[src/rtl/tmds_encoder_pkg.sv]
// Shared TMDS constants (control symbols, reset symbol, disparity width) and helpers
// used by the encoder top level and its per-channel encoder.
package tmds_encoder_pkg;

  localparam int CNT_W_DEF = 5;

  localparam logic [9:0] CTRL_00 = 10'b1101010100;
  localparam logic [9:0] CTRL_01 = 10'b0010101011;
  localparam logic [9:0] CTRL_10 = 10'b0101010100;
  localparam logic [9:0] CTRL_11 = 10'b1010101011;

  localparam logic [9:0] RESET_SYM_DEF = CTRL_00;

  // Stage-1 register contents: transition-minimised word plus what stage 2 needs
  typedef struct packed {
    logic [8:0] q_m;
    logic [3:0] n1;
    logic       blank;
    logic       c1;
    logic       c0;
  } stage1_t;

  localparam stage1_t S1_RESET = '{q_m: 9'd0, n1: 4'd0, blank: 1'b1, c1: 1'b0, c0: 1'b0};

  function automatic logic [3:0] popcount8(input logic [7:0] d);
    logic [3:0] n;
    n = '0;
    for (int i = 0; i < 8; i++) n = n + {3'b000, d[i]};
    return n;
  endfunction

  function automatic logic [9:0] ctrl_sym(input logic c1, input logic c0);
    logic [9:0] s;
    s = CTRL_00;
    case ({c1, c0})
      2'b01:   s = CTRL_01;
      2'b10:   s = CTRL_10;
      2'b11:   s = CTRL_11;
      default: s = CTRL_00;
    endcase
    return s;
  endfunction

endpackage

[src/rtl/tmds_encoder_channel.sv]
// tmds_channel: one DVI 1.0 TMDS channel, two-stage pipeline
// (transition minimisation, then DC balance with a per-channel running disparity).
module tmds_channel
  import tmds_encoder_pkg::*;
#(
  parameter int         CNT_W     = CNT_W_DEF,
  parameter logic [9:0] RESET_SYM = RESET_SYM_DEF
) (
  input  logic       I_CLK_VGA,
  input  logic       I_RESET,
  input  logic [7:0] I_DATA,
  input  logic       I_C0,
  input  logic       I_C1,
  input  logic       I_BLANK,
  output logic [9:0] O_SYM
);

  localparam logic signed [CNT_W-1:0] TWO  = CNT_W'(2);
  localparam logic signed [CNT_W-1:0] ZERO = '0;

  stage1_t s1_d, s1_q;
  logic [3:0] n1d;
  logic use_xnor;
  logic chain;
  logic signed [CNT_W-1:0] cnt, cnt_next, disp;
  logic [9:0] sym_next;

  // The XOR/XNOR chain is carried in a scalar so the loop never reads back its own output vector
  always_comb begin
    s1_d     = '0;
    n1d      = popcount8(I_DATA);
    use_xnor = (n1d > 4'd4) || ((n1d == 4'd4) && !I_DATA[0]);
    chain    = I_DATA[0];
    s1_d.q_m[0] = chain;
    for (int i = 1; i < 8; i++) begin
      chain       = use_xnor ? ~(chain ^ I_DATA[i]) : (chain ^ I_DATA[i]);
      s1_d.q_m[i] = chain;
    end
    s1_d.q_m[8] = ~use_xnor;
    s1_d.n1     = popcount8(s1_d.q_m[7:0]);
    s1_d.blank  = I_BLANK;
    s1_d.c1     = I_C1;
    s1_d.c0     = I_C0;
  end

  always_ff @(posedge I_CLK_VGA) begin
    if (I_RESET) s1_q <= S1_RESET;
    else         s1_q <= s1_d;
  end

  // disp is n1 - n0 of q_m[7:0], i.e. 2*n1 - 8
  always_comb begin
    disp     = CNT_W'({s1_q.n1, 1'b0}) - CNT_W'(8);
    sym_next = ctrl_sym(s1_q.c1, s1_q.c0);
    cnt_next = '0;
    if (!s1_q.blank) begin
      if ((cnt == ZERO) || (s1_q.n1 == 4'd4)) begin
        sym_next = {~s1_q.q_m[8], s1_q.q_m[8],
                    s1_q.q_m[8] ? s1_q.q_m[7:0] : ~s1_q.q_m[7:0]};
        cnt_next = s1_q.q_m[8] ? (cnt + disp) : (cnt - disp);
      end else if ((!cnt[CNT_W-1] && (s1_q.n1 > 4'd4)) ||
                   ( cnt[CNT_W-1] && (s1_q.n1 < 4'd4))) begin
        sym_next = {1'b1, s1_q.q_m[8], ~s1_q.q_m[7:0]};
        cnt_next = cnt + (s1_q.q_m[8] ? TWO : ZERO) - disp;
      end else begin
        sym_next = {1'b0, s1_q.q_m[8], s1_q.q_m[7:0]};
        cnt_next = cnt - (s1_q.q_m[8] ? ZERO : TWO) + disp;
      end
    end
  end

  always_ff @(posedge I_CLK_VGA) begin
    if (I_RESET) begin
      cnt   <= '0;
      O_SYM <= RESET_SYM;
    end else begin
      cnt   <= cnt_next;
      O_SYM <= sym_next;
    end
  end

endmodule

[src/rtl/tmds_encoder.sv]
// tmds_encoder: three-channel DVI 1.0 TMDS encoder for the NES VGA path.
// Define TMDS_OUT_REG_EN to add an output register (latency 3 instead of 2).
module tmds_encoder
  import tmds_encoder_pkg::*;
#(
  parameter int         CNT_W     = CNT_W_DEF,
  parameter logic [9:0] RESET_SYM = RESET_SYM_DEF
) (
  input  logic       I_CLK_VGA,
  input  logic       I_RESET,
  input  logic [7:0] I_RED,
  input  logic [7:0] I_GREEN,
  input  logic [7:0] I_BLUE,
  input  logic       I_HSYNC,
  input  logic       I_VSYNC,
  input  logic       I_BLANK,
  output logic [9:0] O_TMDS_R,
  output logic [9:0] O_TMDS_G,
  output logic [9:0] O_TMDS_B
);

  logic [9:0] sym_r, sym_g, sym_b;

  tmds_channel #(.CNT_W(CNT_W), .RESET_SYM(RESET_SYM)) u_red (
    .I_CLK_VGA(I_CLK_VGA), .I_RESET(I_RESET), .I_DATA(I_RED),
    .I_C0(1'b0), .I_C1(1'b0), .I_BLANK(I_BLANK), .O_SYM(sym_r)
  );

  tmds_channel #(.CNT_W(CNT_W), .RESET_SYM(RESET_SYM)) u_green (
    .I_CLK_VGA(I_CLK_VGA), .I_RESET(I_RESET), .I_DATA(I_GREEN),
    .I_C0(1'b0), .I_C1(1'b0), .I_BLANK(I_BLANK), .O_SYM(sym_g)
  );

  // Sync levels ride only on channel 0 as C1=VSYNC, C0=HSYNC
  tmds_channel #(.CNT_W(CNT_W), .RESET_SYM(RESET_SYM)) u_blue (
    .I_CLK_VGA(I_CLK_VGA), .I_RESET(I_RESET), .I_DATA(I_BLUE),
    .I_C0(I_HSYNC), .I_C1(I_VSYNC), .I_BLANK(I_BLANK), .O_SYM(sym_b)
  );

`ifdef TMDS_OUT_REG_EN
  always_ff @(posedge I_CLK_VGA) begin
    if (I_RESET) begin
      O_TMDS_R <= RESET_SYM;
      O_TMDS_G <= RESET_SYM;
      O_TMDS_B <= RESET_SYM;
    end else begin
      O_TMDS_R <= sym_r;
      O_TMDS_G <= sym_g;
      O_TMDS_B <= sym_b;
    end
  end
`else
  assign O_TMDS_R = sym_r;
  assign O_TMDS_G = sym_g;
  assign O_TMDS_B = sym_b;
`endif

endmodule

[config.mk]
export PLATFORM = sky130hd
export DESIGN_NAME = tmds_encoder
export DESIGN_NICKNAME = d
export VERILOG_FILES = /design/src/rtl/tmds_encoder_pkg.sv /design/src/rtl/tmds_encoder_channel.sv /design/src/rtl/tmds_encoder.sv
export SDC_FILE = /design/constraint.sdc
export NUM_CORES = 1
export LEC_CHECK = 0
export CORE_ASPECT_RATIO = 1.4
export CORE_UTILIZATION = 58
export CTS_CLUSTER_SIZE = 10
export DETAILED_ROUTE_END_ITERATION = 8
export PLACE_DENSITY = 0.87
export SLEW_MARGIN = 10
export SYNTH_ARGS = -nofsm -noshare
export SYNTH_HDL_FRONTEND = slang
export SYNTH_SLANG_ARGS = --single-unit
[constraint.sdc]
create_clock -name I_CLK_VGA -period 8.6 [get_ports I_CLK_VGA]
set_input_delay 1.29 -clock I_CLK_VGA [delete_from_list [all_inputs] [get_ports I_CLK_VGA]]
set_output_delay 1.29 -clock I_CLK_VGA [all_outputs]
set_load 0.03 [all_outputs]
# Word-level counts from Yosys, hierarchy flattened
# Cells that the tools add are included.
# word_totals
out_inout_bits	30
elab_cells	232
register_bits	87
# op_classes
order_cmp	9
eq_ne	15
n_bitwise	51
addsub	63
reduce_logical	28
mux	51
# op_table
cell	count
$add 4x1->4	36
$mux 10	9
$pmux 10 s3	3
$add 5x5->5	9
$mux 5	9
$sub 5x5->5	9
$not 1->1	27
$eq 4x3->1 const B	6
$gt 4x3->1 const B	6
$mux 8	3
$not 8->8	3
$mux 1	21
$xor 1x1->1	21
$logic_not 5->1	3
$sub 5x4->5 const B	3
$add 1x1->2	6
$lt 4x3->1 const B	3
$mux 2	6
$logic_and 1x1->1	9
$logic_or 1x1->1	9
$eq 2x2->1 const AB	4
$logic_not 1->1	6
$eq 2x1->1 const AB	2
$eq 2x2->1 const B	2
other kinds (2)	2

# Depth between registers and ports, before layout
# Gate-level depths: netlist (run 1).
# logic_depth
depth_word	30
ltp_mapped	22
ltp_nobuf	21

# Hierarchy
# A second synthesis (run 1) with hierarchy kept.
# hier_totals
hier_cells	624
area_unflattened_um2	6153.4
# modules_own_cells
module	area_per_inst_um2	seq_area_each_um2	instances	cells_per_inst
tmds_channel at u_red	2063.2	600.6	1	209
tmds_channel at u_blue	2062.0	600.6	1	209
tmds_channel at u_green	2024.4	600.6	1	205
tmds_encoder	3.8	0.0	1	1

# Least setup slack after synthesis (run 1)
# Ideal clock, no wire load.
# synth_path
kind	in2reg
startpoint	in I_GREEN[0]
endpoint	reg u_green.s1_q[5] (netlist bit)
arrival_ps	6460
n_path_buf	1
setup_time_ps	128
path_slack_ps	2013
stages	21
t_required_ps	8472
cell_sequence	ha_1 > inv_1 > fa_1 > fa_1 > inv_1 > fa_1 > fa_1 > nor3b_1 > o21ai_0 > a21o_1 > clkbuf_1 > xnor2_1 > ha_1 > inv_1 > fa_1 > inv_1 > fa_1 > fa_1 > fa_1 > xnor2_1 > nor2_1
# synth_lines
element	line_no	source
from (decl)	tmds_encoder.sv:12	input logic [7:0] I_GREEN,
to (signal assigned)	tmds_encoder_channel.sv:47	if (I_RESET) s1_q <= S1_RESET;
to (signal assigned)	tmds_encoder_channel.sv:48	else s1_q <= s1_d;
to (decl)	tmds_encoder_channel.sv:21	stage1_t s1_d, s1_q;

==> impl_metrics.csv, run 1 <==
group,metric,value,unit
setup_path,cp-start-kind,"input port",
cts,cts_root_buf,"clkbuf_16",
cts,cts.repair.resized,0,
route,wl_met1,4313,um
pwr,ir_drop,139.7,uV
synth,syn-instance-count,588,
route,wl_per_cell,13.80,um
floorplanning,coreArea,0.009512,mm^2
synth,seq_area_frac_synth,29.29,%
placed_design,gp_congestion,0.8358,
synth,ys_types,39,
cts,cts_max_level,3,
route,wl_met2,5848,um
placed_design,portBuffers,58,
floorplanning,ios,59,
min_path,min_path_type,"reg2reg",
setup_path,worstPathArrival,7.25,ns
route,vias,4019,
synth,synth_area_per_cell,9.763,um^2
status,status,"completed",
finish,final_area,0.006699,mm^2
timing,finalSetupTns,0,ns
cts,cts_tree,"yes",
finish,fin_nets,779,
timing,relSlewSlack,52.36,%
route,wirelength,10730,um
setup_path,r2r_slack,5.96,ns
grt,track_usage,22.66,%
timing,max_freq,0.1421,GHz
setup_path,reg2reg_depth,9,
grt,grt_pass1_wl,18350,um
setup_path,required,8.81,ns
setup_path,critical_path_class,"in2reg",
route,final_antenna_net_count,0,
grt,grt_max_degree,49,
timing,post-route-period-util,81.82,%
timing,slew_viol_final,0,
min_path,min_path_cells,2,
cts,cts_hold_repair.buffers,0,
route,drcViolationCount,0,
synth,netlist_area,0.005741,mm^2
cts,cts_setup_buffers,0,
cts,clock_sinks,84,
setup_path,r2r-start,"u_red.cnt[1]",
setup_path,r2r-end,"u_red.cnt[4]",
placed_design,placed_cell_area,0.006422,mm^2
timing,tightest_slew,0.7145,ns
route,highest_layer,"met4",
route,drt-pass1-iter-count,4,
setup_path,path_max_fanout,5,
cts,path_clk_slew,0.06,ns
route,drt_iter0_drc,133,
finish,multi_input_area,0.003650,mm^2
pwr,power_leakage,3.058,nW
synth,synth-seq-cells,84,
grt,grt_pass1_vias,4244,
route,wl_met3,278,um
pwr,p_per_area,378.2,mW/mm^2
grt,gr-total-overflow,0,
floorplanning,die_area,0.01030,mm^2
run,cap_violations,0,
finish,final-seq-area,0.001682,mm^2
min_path,worstHoldEndpoint,"u_red.O_SYM[4]",
route,vias_per_cell,5.166,
synth,synthesis.nets,726,
finish,diodes,0,
timing,period_minus_slack,7.036,ns
cts,cts.path.max_buffers,2,
timing,setup_viol,0,
cts,cts_buffers,9,
floorplanning,die_w,86.08,um
placed_design,hpwl,8359,um
floorplanning,rows,42,
timing,rsz0062_at_grt,"false",
timing,finClkSkew,0.004352,ns
floorplanning,chipHeight,119.7,um
min_path,worstHoldStart,"u_red.s1_q[11]",
floorplanning,start_util,60.35,%
setup_path,critPathCaptureType,"flop",
finish,area_growth,16.70,%
finish,num-fill-cells,663,
cts,clk_latency,0.34,ns
synth,ys.warnings.count,0,
grt,antenna_found_initial,0,
finish,drive_gt1_share,5.573,%
timing,final_hold_viol_count,0,
worst max-delay path: stages:
cell             delay, ns
clkdlybuf4s50_1       0.47
ha_1                  0.34
inv_1                 0.11
fa_1                  0.44
fa_1                  0.51
inv_1                 0.06
fa_1                  0.40
fa_1                  0.45
nor3b_1               0.26
o21ai_0               0.13
a21o_1                0.28
xnor2_1               0.18
ha_1                  0.29
inv_1                 0.04
fa_1                  0.47
inv_1                 0.05
fa_1                  0.45
fa_1                  0.41
fa_1                  0.39
xnor2_1               0.16
nor2_1                0.05
layer usage:
layer	global-route usage (%)	up-vias
met2	42.36	83
met1	24.55	1934
met5	0	-
met3	3.232	24
li1	-	1978
met4	10.73	0
cells in the final DEF, fill, tap and decap left out, types with 2 or more instances in the layout:
cell type        count
inv_1               88
dfxtp_1             84
ha_1                70
clkdlybuf4s50_1     58
nor2_1              56
xnor2_1             56
fa_1                39
nor2b_1             19
a21oi_1             17
xor2_1              16
a211oi_1            16
nor3b_1             15
a21o_1              14
o21ai_0             13
nand2_1             12
clkbuf_16            9
mux2_2               6
mux2i_1              6
nand2b_1             5
or2_2                4
nor3_1               4
nor4_1               3
and3b_1              3
o21ba_2              3
o21a_1               3
a31oi_1              3
xnor3_2              2
or4_1                2
o311ai_0             2
clkinv_2             2
clkinvlp_4           2
inv_6                2
buf_4                2
worst max-delay path by stage:
stage	from	endpoint
after floorplan	I_GREEN[0]	u_green.s1_q[5]
after global placement	I_GREEN[0]	u_green.s1_q[5]
after detailed placement	I_GREEN[0]	u_green.s1_q[5]
after CTS	I_GREEN[0]	u_green.s1_q[5]
after global routing	I_GREEN[0]	u_green.s1_q[5]
final	I_GREEN[0]	u_green.s1_q[5]
cell type report:
| type | count | share of cell area, % |
|---|---|---|
| multi-input cells | 398 | 54.48 |
| well taps | 132 | 2.465 |
| inverters | 88 | 4.931 |
| repair buffers | 60 | 8.891 |
| clock buffers | 9 | 3.362 |
| flip-flops and latches | 84 | 25.10 |
| clock inverters | 7 | 0.7658 |
cells in the mapped netlist (all sizes together):
| master | n | area share (%) |
|---|---|---|
| a211oi | 16 | 2.1 |
| a21o | 14 | 1.8 |
| a21oi | 18 | 1.6 |
| a31oi | 3 | 0.33 |
| and3b | 3 | 0.46 |
| buf | 7 | 0.65 |
| clkbuf | 11 | 0.72 |
| dfxtp | 84 | 29 |
| fa | 39 | 14 |
| ha | 70 | 15 |
| inv | 88 | 5.8 |
| mux2 | 6 | 1.2 |
| mux2i | 6 | 1.0 |
| nand2 | 12 | 0.78 |
| nand2b | 5 | 0.54 |
| nand3 | 1 | 0.087 |
| nor2 | 56 | 3.7 |
| nor2b | 19 | 2.1 |
| nor3 | 4 | 0.35 |
| nor3b | 15 | 2.0 |
| nor4 | 3 | 0.33 |
| o2111ai | 1 | 0.15 |
| o21a | 3 | 0.39 |
| o21ai | 13 | 1.1 |
| o21ba | 3 | 0.52 |
| o22ai | 1 | 0.11 |
| o311ai | 2 | 0.31 |
| or2 | 5 | 0.54 |
| or4 | 2 | 0.26 |
| or4b | 1 | 0.17 |
| xnor2 | 57 | 8.8 |
| xnor3 | 3 | 1.2 |
| xor2 | 17 | 2.7 |
per-stage QoR:
stage | setup slack, ns | util (%) | hold WS (ns) | cells | total power, W
after floorplan | 2.013 | - | 0.4438 | 588 | 0.001824
after global routing | 1.374 | 70.43 | 0.5000 | 778 | 0.002759
after global placement | 1.507 | 67.52 | 0.4513 | 762 | 0.002047
final | 1.564 | 70.43 | 0.4700 | 778 | 0.002534
after CTS | 1.598 | 70.43 | 0.4733 | 778 | 0.002545
after detailed placement | 1.248 | 67.52 | 0.4631 | 762 | 0.002153
sequential cells by signal, summed over array words and instances (netlist names):
signal and flops:
u_green.O_SYM 10, u_red.O_SYM 10, u_blue.O_SYM 10, u_blue.cnt 4, u_green.cnt 4, u_green.s1_q 13
u_red.cnt 4, u_red.s1_q 13, u_blue.s1_q 16
cell families (layout without fill, tap and decap cells):
logic type	after synthesis	in the layout	synth area share [%]
XOR/XNOR	77	77	12.77
AO/OA/AOI/OAI	74	74	8.501
AND/OR/NAND/NOR	126	126	11.22
adder cells (fa/ha/maj)	109	109	28.86
multiplexers	12	12	2.223
flip-flops	84	84	29.29
buffers and inverters	106	164	7.127
power by group:
part | switching (W) | internal, W
registers | 0.0000636 | 0.000481
logic | 0.000888 | 0.000746
clock network | 0.000158 | 0.000197
Power figures use the tool's default switching activity.
==> inputs of run 2 (changes only) <==
==> constraint.sdc (replaced) <==
create_clock -name I_CLK_VGA -period 6.7 [get_ports I_CLK_VGA]
set_input_delay 1.005 -clock I_CLK_VGA [delete_from_list [all_inputs] [get_ports I_CLK_VGA]]
set_output_delay 1.005 -clock I_CLK_VGA [all_outputs]
set_load 0.03 [all_outputs]
==> run 2 against run 1 <==
Net effect:
- flip-flop and latch count unchanged
- setup slack worse by 1.4 ns
- critical path depth unchanged
- highest routed layer unchanged
==> impl_metrics.csv, run 2 (same netlist as run 1, synthesis figures left out) <==
group,metric,value,unit
floorplanning,die_area,0.01030,mm^2
route,final_antenna_net_count,0,
route,drcViolationCount,0,
setup_path,r2r-start,"u_blue.s1_q[15]",
timing,setup_ws,0.2049,ns
timing,setup_viol,0,
pwr,p_per_area,499.2,mW/mm^2
route,wirelength,11520,um
timing,period_minus_slack,6.495,ns
timing,max_freq,0.1540,GHz
setup_path,crit_start,"I_GREEN[0]",
finish,area_growth,19.46,%
timing,slew_viol_final,0,
status,status,"completed",
finish,fin_nets,787,
placed_design,placedCellCount,770,
floorplanning,chipHeight,119.7,um
floorplanning,rows,42,
finish,multi_input_area,0.003691,mm^2
placed_design,hpwl,8346,um
setup_path,path_max_fanout,2,
route,vias_per_cell,5.221,
route,wl_per_cell,14.65,um
pwr,power.switching,0.001481,W
finish,mostFrequentLayoutCells,"88 x inv_1, 84 x dfxtp_1, 70 x ha_1",
floorplanning,coreArea,0.009512,mm^2
setup_path,required,6.91,ns
route,drt_iter0_drc,188,
min_path,min_path_type,"reg2reg",
cts,cts_tree,"yes",
finish,drive_gt1_share,7.951,%
timing,final_hold_viol_count,0,
run,cap_violations,0,
finish,largest-register,"u_blue.s1_q",
cts,clock_sinks,84,
setup_path,critPathCaptureType,"flop",
grt,gr-total-overflow,0,
timing,tightest_slew,0.7784,ns
cts,cts_setup_buffers,0,
setup_path,worstPathArrival,6.70,ns
finish,top_regs,"u_blue.s1_q: 16 flops, u_green.s1_q: 13 flops, u_red.s1_q: 13 flops",
placed_design,dpl_worst_slack,-0.2290,ns
timing,relSlewSlack,48.11,%
pwr,ir_drop,218.7,uV
timing,finalSetupTns,0,ns
grt,antenna_found_initial,0,
cts,cts_max_level,3,
floorplanning,ios,59,
pwr,power.internal,0.001943,W
pwr,p_sw_share,43.24,%
cts,clk_latency,0.34,ns
placed_design,portBuffers,58,
setup_path,critical_path_class,"in2reg",
finish,num-fill-cells,628,
setup_path,cp-start-kind,"input port",
floorplanning,die_w,86.08,um
grt,grt_max_degree,49,
pwr,sequentialPowerShare,20.6,%
cts,cts_root_buf,"clkbuf_16",
finish,largest_register_ffs,16,
finish,diodes,0,
floorplanning,start_util,60.35,%
cts,cts.repair.resized,0,
min_path,worstHoldStart,"u_red.s1_q[11]",
cts,cts_hold_repair.buffers,0,
grt,track_usage,23.79,%
timing,finClkSkew,0.006012,ns
finish,finalNonFillerCells,786,
finish,final-seq-area,0.001682,mm^2
pwr,power_leakage,3.147,nW
finish,final_common_cell,"inv_1",
cts,cts_buffers,9,
cts,path_clk_slew,0.06,ns
pwr,power_frac_clock,15.9,%
pwr,pwr-share-comb,63.5,%
placed_design,gp_congestion,0.8689,
route,drt-pass1-iter-count,4,
cts,cts.path.max_buffers,2,
grt,grt_pass1_wl,19260,um
timing,post-route-period-util,96.94,%
grt,grt_pass1_vias,4397,
route,vias,4104,
## run 2: cell type report
class	instances	share of cell area (%)
clock buffers	10	3.485
clock inverters	6	1.387
inverters	88	4.817
multi-input cells	398	53.82
flip-flops and latches	84	24.52
well taps	132	2.408
repair buffers	68	9.560
## run 2: final timing paths
path | to | slack, ns | cells past startpoint
worst max-delay path | u_green.s1_q[5] | 0.20 | 21
worst min register to register | u_red.O_SYM[4] | 0.48 | 2
worst min-delay path | u_red.O_SYM[4] | 0.48 | 2
worst max register to register | u_blue.cnt[4] | 4.11 | 9
## run 2: metal layers
metal	share of wire, %	up-vias	global-route usage [%]	routed length [um]
met3	2.8	19	3.645	326
met2	56	85	44.54	6427
met4	1.9	0	9.896	224
li1	-	1992	-	-
met5	0	-	0	0
met1	39	2008	26.14	4538
## run 2: metrics by stage
stage	utilization [%]	area [um^2]	hold slack, ns	power [W]
2_1_floorplan	-	5741	0.4438	0.002341
3_3_place_gp	68.15	6482	0.4529	0.002641
3_5_place_dp	68.15	6482	0.4688	0.002768
4_1_cts	71.67	6817	0.4832	0.003394
5_1_grt	72.10	6858	0.5000	0.003726
6_report	72.10	6858	0.4828	0.003424
## run 2: power groups by stage
stage               logic [W]  clock network (W)  registers (W)
floorplan             0.00160                  0       0.000741
detailed placement    0.00206                  0       0.000712
global route          0.00244           0.000571       0.000715
finish                0.00218           0.000544       0.000705
global placement      0.00194                  0       0.000705
CTS                   0.00214           0.000548       0.000704
## run 2: worst max-delay path, stage by stage
cell and delay [ns]:
clkdlybuf4s50_1 0.43, ha_1 0.33, inv_1 0.11, fa_1 0.43, fa_1 0.50, inv_1 0.05
fa_1 0.39, fa_1 0.47, nor3b_2 0.21, o21ai_0 0.12, a21o_1 0.22, xnor2_1 0.14
ha_1 0.28, inv_1 0.04, fa_1 0.48, inv_1 0.05, fa_1 0.45, fa_2 0.36
fa_1 0.38, xnor2_1 0.16, nor2_1 0.07
